==> config.mk <==
export PLATFORM = sky130hd
export DESIGN_NAME = ram_hs
export DESIGN_NICKNAME = d
export VERILOG_FILES = /design/src/rtl/ram_pkg.sv /design/src/rtl/ram_array.sv /design/src/rtl/ram_hs.sv
export SDC_FILE = /design/constraint.sdc
export NUM_CORES = 2
export LEC_CHECK = 0
export ABC_AREA = 1
export BUFFER_PORTS_ARGS = -buffer_cell sky130_fd_sc_hd__buf_2
export CELL_PAD_IN_SITES_DETAIL_PLACEMENT = 0
export CELL_PAD_IN_SITES_GLOBAL_PLACEMENT = 2
export CORE_MARGIN = 2
export CORE_UTILIZATION = 35
export CTS_BUF_LIST = sky130_fd_sc_hd__clkbuf_2 sky130_fd_sc_hd__clkbuf_4 sky130_fd_sc_hd__clkbuf_8
export DETAILED_ROUTE_END_ITERATION = 12
export HOLD_SLACK_MARGIN = 0.08
export PLACE_DENSITY_LB_ADDON = 0.3
export SYNTH_ARGS = -nofsm -noshare
export SYNTH_HDL_FRONTEND = slang
export SYNTH_HIERARCHICAL = 1
export SYNTH_SLANG_ARGS = --single-unit
==> constraint.sdc <==
create_clock -name CLK -period 5.1 [get_ports CLK]
set_clock_uncertainty 0.15 [all_clocks]
set_input_delay 0.51 -clock CLK [delete_from_list [all_inputs] [get_ports CLK]]
set_output_delay 0.51 -clock CLK [all_outputs]
set_load 0.05 [all_outputs]
==> src/rtl/ram_pkg.sv <==
// Shared definitions for the ram_hs memory block: transaction FSM states,
// default geometry and the even-parity helper used when RAM_PARITY_EN is set.
package ram_pkg;

    localparam int DW_DEF    = 8;
    localparam int AW_DEF    = 8;
    localparam int DEPTH_DEF = 256;

    // Transaction FSM states.
    typedef enum logic [1:0] {
        IDLE   = 2'd0,
        WAIT   = 2'd1,
        ACCESS = 2'd2,
        DONE   = 2'd3
    } state_t;

    // Even-parity bit for up to 64 data bits.
    // The caller zero-extends narrower words; zeros do not change the result.
    function automatic logic even_parity(input logic [63:0] d);
        return ^d;
    endfunction

endpackage

==> src/rtl/ram_array.sv <==
// Storage for ram_hs: DEPTH words with one synchronous write port and one
// registered read port sharing a single address.
// Addresses at or above DEPTH read as zero, and writes to them are dropped.
// With RAM_PARITY_EN each word carries an even-parity bit.
// i_pinj inverts the stored parity bit on a write.
// o_perr reports a mismatch on a read and is cleared by a write.
module ram_array
    import ram_pkg::*;
#(
    parameter int DW    = DW_DEF,
    parameter int AW    = AW_DEF,
    parameter int DEPTH = DEPTH_DEF
) (
    input  logic          i_clk,
    input  logic          i_rstn,
    input  logic [AW-1:0] i_addr,
    input  logic          i_we,
    input  logic [DW-1:0] i_wdata,
`ifdef RAM_PARITY_EN
    input  logic          i_pinj,
    output logic          o_perr,
`endif
    input  logic          i_re,
    output logic [DW-1:0] o_rdata
);

`ifdef RAM_PARITY_EN
    localparam int MW = DW + 1;
`else
    localparam int MW = DW;
`endif
    localparam int            IW      = (DEPTH > 1) ? $clog2(DEPTH) : 1;
    localparam logic [AW:0]   DEPTH_L = (AW + 1)'(DEPTH);

    logic [MW-1:0] r_mem [DEPTH];
    logic [DW-1:0] r_rdata;
    logic          w_in_range;
    logic [IW-1:0] w_idx;
    logic [MW-1:0] w_wword;
    logic [MW-1:0] w_rword;

    assign w_in_range = ({1'b0, i_addr} < DEPTH_L);
    assign w_idx      = i_addr[IW-1:0];
    assign w_rword    = r_mem[w_idx];
    assign o_rdata    = r_rdata;

`ifdef RAM_PARITY_EN
    logic r_perr;
    assign w_wword = {even_parity(64'(i_wdata)) ^ i_pinj, i_wdata};
    assign o_perr  = r_perr;
`else
    assign w_wword = i_wdata;
`endif

    // Array write: reset has priority, so a write on a reset edge is lost.
    always_ff @(posedge i_clk) begin
        if (i_rstn && i_we && w_in_range) begin
            r_mem[w_idx] <= w_wword;
        end
    end

    // Registered read data (MBR): holds its value until the next read.
    always_ff @(posedge i_clk) begin
        if (!i_rstn) begin
            r_rdata <= '0;
        end else if (i_re) begin
            r_rdata <= w_in_range ? w_rword[DW-1:0] : '0;
        end
    end

`ifdef RAM_PARITY_EN
    // Parity error flag: updated by reads, cleared by writes.
    always_ff @(posedge i_clk) begin
        if (!i_rstn) begin
            r_perr <= 1'b0;
        end else if (i_re) begin
            r_perr <= w_in_range &&
                      (even_parity(64'(w_rword[DW-1:0])) != w_rword[DW]);
        end else if (i_we) begin
            r_perr <= 1'b0;
        end
    end
`endif

endmodule

==> src/rtl/ram_hs.sv <==
// Single-port RAM behind the MAR/MBR/MFC handshake.
// A transaction starts on a rising edge of enable, sampled in IDLE.
// MAR, rnw and bus are latched when the transaction starts.
// The FSM runs IDLE -> [WAIT] -> ACCESS -> DONE.
// MFC is held high in DONE until the requester drops enable.
// If enable drops before DONE, the access still completes but MFC stays low.
// Optional feature macro: RAM_PARITY_EN. It adds the PINJ and PERR ports and
// per-word parity.
// Handshake contract: the requester raises enable and holds it until MFC is
// seen, then lowers it. MFC falls on the first edge that samples enable low in
// DONE. A new request needs enable to be sampled low in between.
module ram_hs
    import ram_pkg::*;
#(
    parameter int DW          = DW_DEF,
    parameter int AW          = AW_DEF,
    parameter int DEPTH       = DEPTH_DEF,
    parameter int WAIT_STATES = 0
) (
    input  logic          CLK,
    input  logic          RSTN,
    input  logic [AW-1:0] MAR,
    input  logic          enable,
    input  logic          rnw,
    input  logic [DW-1:0] bus,
`ifdef RAM_PARITY_EN
    input  logic          PINJ,
    output logic          PERR,
`endif
    output logic [DW-1:0] MBR,
    output logic          MFC,
    output logic          BUSY,
    output state_t        o_dbg_state
);

    localparam logic [3:0] W_LOAD = 4'((WAIT_STATES > 0) ? WAIT_STATES - 1 : 0);

    state_t        r_state;
    state_t        w_next;
    logic [3:0]    r_cnt;
    logic          r_en_q;
    logic          r_armed;
    logic          r_mfc;
    logic [AW-1:0] r_addr;
    logic          r_rnw;
    logic [DW-1:0] r_data;
    logic          w_start;
    logic          w_we;
    logic          w_re;

    // r_armed is set only after enable has been sampled low following reset.
    // This stops a level held across reset from starting a transaction.
    assign w_start     = enable && !r_en_q && r_armed;
    assign w_we        = (r_state == ACCESS) && !r_rnw;
    assign w_re        = (r_state == ACCESS) && r_rnw;
    assign MFC         = r_mfc;
    assign BUSY        = (r_state != IDLE);
    assign o_dbg_state = r_state;

    // Next-state logic for the transaction FSM.
    always_comb begin
        w_next = r_state;
        case (r_state)
            IDLE:    if (w_start) w_next = (WAIT_STATES > 0) ? WAIT : ACCESS;
            WAIT:    if (r_cnt == 4'd0) w_next = ACCESS;
            ACCESS:  w_next = enable ? DONE : IDLE;
            DONE:    if (!enable) w_next = IDLE;
            default: w_next = IDLE;
        endcase
    end

    // State register, enable history, wait counter, request latch and MFC.
    always_ff @(posedge CLK) begin
        if (!RSTN) begin
            r_state <= IDLE;
            r_cnt   <= 4'd0;
            r_en_q  <= 1'b0;
            r_armed <= 1'b0;
            r_mfc   <= 1'b0;
            r_addr  <= '0;
            r_rnw   <= 1'b0;
            r_data  <= '0;
        end else begin
            r_state <= w_next;
            r_en_q  <= enable;
            if (!enable) begin
                r_armed <= 1'b1;
            end
            if (r_state == IDLE && w_start) begin
                r_addr <= MAR;
                r_rnw  <= rnw;
                r_data <= bus;
                r_cnt  <= W_LOAD;
            end else if (r_state == WAIT && r_cnt != 4'd0) begin
                r_cnt <= r_cnt - 4'd1;
            end
            if (r_state == ACCESS && enable) begin
                r_mfc <= 1'b1;
            end else if (r_state == DONE && !enable) begin
                r_mfc <= 1'b0;
            end
        end
    end

    ram_array #(
        .DW    (DW),
        .AW    (AW),
        .DEPTH (DEPTH)
    ) u_array (
        .i_clk   (CLK),
        .i_rstn  (RSTN),
        .i_addr  (r_addr),
        .i_we    (w_we),
        .i_wdata (r_data),
`ifdef RAM_PARITY_EN
        .i_pinj  (PINJ),
        .o_perr  (PERR),
`endif
        .i_re    (w_re),
        .o_rdata (MBR)
    );

endmodule

== Word level (Yosys, flattened, before mapping) ==
Memories as Yosys holds them, arrays and structs flattened. A register that Yosys moved wholly into a read port is not among the register bits.
Index checks and enable logic that the tools add are counted.

* Logic and storage cells: 46
* Memories: 1
* Input port bits: 20
* Register bits after elaboration: 26
* RAM bits: 2048
* Output and inout port bits: 12

{| class="wikitable"
|+ Memory list
! name !! depth !! width !! read ports !! clocked after Yosys merged registers in !! write ports !! line !! RTL
|-
| u_array.r_mem || 256 || 8 || 1 || 1 || 1 || ram_array.sv:35 || <nowiki>logic [MW-1:0] r_mem [DEPTH];</nowiki>
|}

* Equal/unequal tests: 6
* Reductions and logical operators: 20
* Muxes and demuxes: 9
* Bitwise gates (word level): 1
* Add/subtract/negate cells: 1

{| class="wikitable"
|+ Operators with widths
! kind !! number
|-
| logical AND 1 bit || 9
|-
| 2-to-1 mux 2 bit || 4
|-
| case mux 2 bit (4 select lines) || 1
|-
| inequality test 2 bit (second input constant) || 3
|-
| == test 2 bit (second input constant) || 2
|-
| logical NOT 1 bit || 4
|-
| logical NOT 4 bit || 1
|-
| 2-to-1 mux 1 bit || 4
|-
| nonzero test 2 bit || 2
|-
| nonzero test 4 bit || 1
|-
| subtractor 4 x 1 -> 4 bit (second input constant) || 1
|-
| AND reduction 3 bit || 1
|-
| == test 2 x 1 -> 1 bit (second input constant) || 1
|-
| logical NOT 2 bit || 1
|-
| OR reduction 2 bit || 1
|-
| inverter 1 bit || 1
|}

== Logic depth before layout (Yosys ltp) ==
* Word-level depth: 5
* Depth in mapped cells: 18
* Mapped depth without buffers: 15

== Hierarchy ==
The synthesis kept the hierarchy.

{| class="wikitable"
|+ Modules (own cells, without submodules)
! module !! times used !! cells each !! area each (um^2) !! seq. area each (um^2)
|-
| ram_array || 1 || 7707 || 83721.5 || 61659.1
|-
| ram_hs || 1 || 133 || 1037.2 || 520.5
|}

== Least setup slack after synthesis ==
Ideal clock, no wire load.

* Path kind: register to register
* From: register r_data[0]
* To: memory u_array/r_mem[0][0] (netlist name) (data pin)
* Data arrival time: 3.397 ns
* Setup slack: 0.697 ns
* Required time: 4.094 ns
* Path buffers: 0
* Setup time: 0.856 ns
* Clock period less this slack: 4.403 ns
* Cell stages (with the launch flop): 1
* Cells stage by stage: dfxtp_1

{| class="wikitable"
|+ RTL lines
! element !! line !! RTL
|-
| start: declaration || ram_hs.sv:46 || <nowiki>logic [DW-1:0] r_data;</nowiki>
|-
| start signal: assignment || ram_hs.sv:92 || <nowiki>r_data <= bus;</nowiki>
|-
| end: declaration || ram_array.sv:35 ||
|}

Straight into the memory's write port.

== Worst setup path after layout ==
* From: register r_addr[1]
* To: memory u_array/r_mem[70][7] (netlist name) (enable)

{| class="wikitable"
|+ RTL lines
! element !! line !! RTL
|-
| start: declaration || ram_hs.sv:44 || <nowiki>logic [AW-1:0] r_addr;</nowiki>
|-
| start signal: assignment || ram_hs.sv:80 || <nowiki>r_addr <= '0;</nowiki>
|-
| start signal: assignment || ram_hs.sv:90 || <nowiki>r_addr <= MAR;</nowiki>
|}

Straight into the memory's write port.

==> results.json <==
{
  "status": "finished, final reports clean",
  "place_area_um2": 89040,
  "preCtsSetupSlack_ps": 1297,
  "grt_pass1_vias": 56280,
  "fp.coreArea_um2": 240800,
  "critPathMaxFanout": 53,
  "nets": 8083,
  "dieArea_um2": 246100,
  "synth-xor-area-share_pct": 0.01033,
  "post_cts_resized": 0,
  "antenna_found_initial": 9,
  "fin_area_um2": 96440,
  "post-route-period-util_pct": 76.39,
  "path_clk_slew_ps": 60,
  "crit_type": "flop to flop",
  "grt.total_usage_pct": 21.41,
  "synth_common_cells": "4,200 x nand2_1, 2,048 x edfxtp_1, 628 x nor2_1",
  "drc": 0,
  "worst_ep_required_time_ps": 5600,
  "critPathSlowestCell": "nor2_1",
  "synth-async-reset-ratio_pct": 0,
  "drt_iter0_drc": 4794,
  "finalSetupTns_ps": 0,
  "muxShareOfSynthArea_pct": 0,
  "cts_tree": "yes",
  "worst_pin_slew_ps": 1303,
  "vdd_drop_max_uv": 216.6,
  "ys_ff_latch": 2082,
  "endpoint_kind": "flop",
  "synth_top_area_share_pct": 72.56,
  "worst_slack_ps": 1204,
  "seq_area_frac_synth_pct": 73.36,
  "gp_congestion": 0.7937,
  "power_leakage_nw": 36.38,
  "fp-row-count": 180,
  "port_buffers": 31,
  "yosys-top-cells-area": "edfxtp_1 73%, nand2_1 19%, nor2_1 2.8%",
  "postRouteAntennaNets": 0,
  "cts_buffer_depth": 4,
  "cts_setup_buffers": 0,
  "synth_flop_cell": "edfxtp_1",
  "synth_top_area_cell": "edfxtp_1",
  "hold_viol": 0,
  "area_growth_pct": 13.79,
  "cts_buffers": 370,
  "yosysMostFrequentCell": "nand2_1",
  "avgViaCountPerCell": 4.946,
  "synth_compound_area_share_pct": 1.382,
  "timing.slew.headroom_pct": 12.84,
  "fmax_mhz": 256.7,
  "final_max_slew_viol_count": 0,
  "path_cells": "inv_8 -> nor2_4 -> inv_1 -> nor2_1 -> nand2_2 -> nor2_1",
  "cpMostUsedCell": "nor2_1",
  "first_pass_iters": 5,
  "grt_max_degree": 157,
  "start_util_pct": 35.21,
  "grt_overflow": 0,
  "final_layout_size_suffix_gt1_share_pct": 9.630,
  "io_pins": 32,
  "rsz0062_at_grt": "no",
  "grt_pass1_wl_mm": 387.6,
  "die_width_um": 496.1,
  "clk-insertion-delay-late_ps": 1040,
  "worst_ep_arrival_time_ps": 4400,
  "routed_wl_mm": 266.1,
  "power_density_nw_per_um2": 372.7,
  "synth_edf_count": 2048,
  "syn_inst": 7840,
  "clockRootBuffer": "clkbuf_8",
  "vias": 56940,
  "cts.sinks": 2082,
  "r2r_setup_slack_ps": 1200,
  "fill_cells": 23220,
  "synth_area_um2": 84760,
  "hold_class": "primary input to flop",
  "cap_violations": 0,
  "synth_warnings": 6,
  "yosys.area_share.simple_pct": 22.99,
  "layout_min_cycle_time_ps": 3896,
  "avgRoutedWirePerCell_um": 23.11,
  "start_kind": "flop",
  "dp_hpwl_mm": 147.8,
  "setup_violations": 0,
  "die_y_um": 496.1,
  "synth.distinct_cells": 27,
  "synth_area_per_cell_um2": 10.81,
  "htreeDepth": 5,
  "synth_adder_area_share_pct": 0.01476,
  "cpPeakStageDelay_ps": 1030,
  "cts_hold_buf": 58,
  "synth_top_family_by_area": "simple AND/OR/NAND/NOR gates",
  "synth_nets": 7861
}
==> area by class of cell <==
type,instances,area (um2),area share (%)
Inverter,50,217.7,0.2257
Multi-Input combinational cell,5304,20760,21.52
Sequential cell,2082,62220,64.51
Antenna cell,9,22.52,0.02335
Clock buffer,504,6161,6.388
Clock inverter,124,644.4,0.6681
Timing Repair Buffer,254,2437,2.527
Tap cell,3185,3985,4.132
==> routing by layer <==
layer / up-vias / global-route usage, % / share of wire [%]
li1: 26480 / - / -
met4: 0 / 6.244 / 2.7
met2: 1645 / 34.31 / 46
met1: 28360 / 30.42 / 46
met5: - / 0 / 0
met3: 452 / 2.839 / 5.2
==> through the flow <==
| stage | hold WS, ps | power, W | cells | util, % |
|---|---|---|---|---|
| after global routing | 121.1 | 0.03726 | 11510 | 40.05 |
| after detailed placement | 318.3 | 0.02157 | 10820 | 36.98 |
| after CTS | 87.47 | 0.03634 | 11500 | 40.05 |
| after global placement | 298.8 | 0.02157 | 10820 | 36.98 |
| after floorplan | 290.9 | 0.02056 | 7840 | - |
| final | 162.1 | 0.03594 | 11510 | 40.06 |
==> power breakdown <==
part           switching (W)  internal, W
Combinational        0.00178     0.000543
Sequential         0.0000886       0.0188
Clock                0.00675      0.00796
Total                0.00862       0.0273
==> sequential cells by signal (all words and copies together) (netlist names) <==
| register | flops |
|---|---|
| r_armed | 1 |
| u_array/r_mem | 2048 |
| r_en_q | 1 |
| MFC | 1 |
| r_addr | 8 |
| r_rnw | 1 |
| u_array/o_rdata | 8 |
| r_data | 8 |
| r_cnt | 4 |
| o_dbg_state | 2 |
==> final timing paths <==
check                    startpoint                             end  cells after the start
max reg2reg  r_addr[1]$_SDFFE_PN0P_  u_array/r_mem[70][7]$_DFFE_PP_                      6
min reg2reg   r_cnt[0]$_SDFFE_PP0P_           r_cnt[0]$_SDFFE_PP0P_                      2
max          r_addr[1]$_SDFFE_PN0P_  u_array/r_mem[70][7]$_DFFE_PP_                      6
min                          MAR[5]          r_addr[5]$_SDFFE_PN0P_                      4
==> critical path: cells and delay by family (launching register included) <==
kind                   cells  cell delay [ps]
DFF                        1              580
buffers and inverters      2              430
and+or+nand+nor            4             2320
==> placed cells by master (no fill, tap or decap), types with 31 or more instances in the layout <==
cell type and count:
dlygate4sd3_1 58, buf_12 37, a21oi_1 99, buf_2 31
nand2_1 4186, clkbuf_8 380, clkinv_2 43, clkbuf_4 124
buf_4 128, nand3_1 133, o21ai_1 63, nor2_1 623
edfxtp_1 2048, nand4_1 93, inv_1 43, o21ai_0 63
clkinv_1 74
==> cell families after synthesis <==
logic type,count (synthesis)
buffers and inverters,454
xor gates and xnor gates,1
and+or+nand+nor,5071
AOI/OAI and AO/OA,231
adders and majority gates,1
DFF,2082
(Power assumes the default switching activity.)
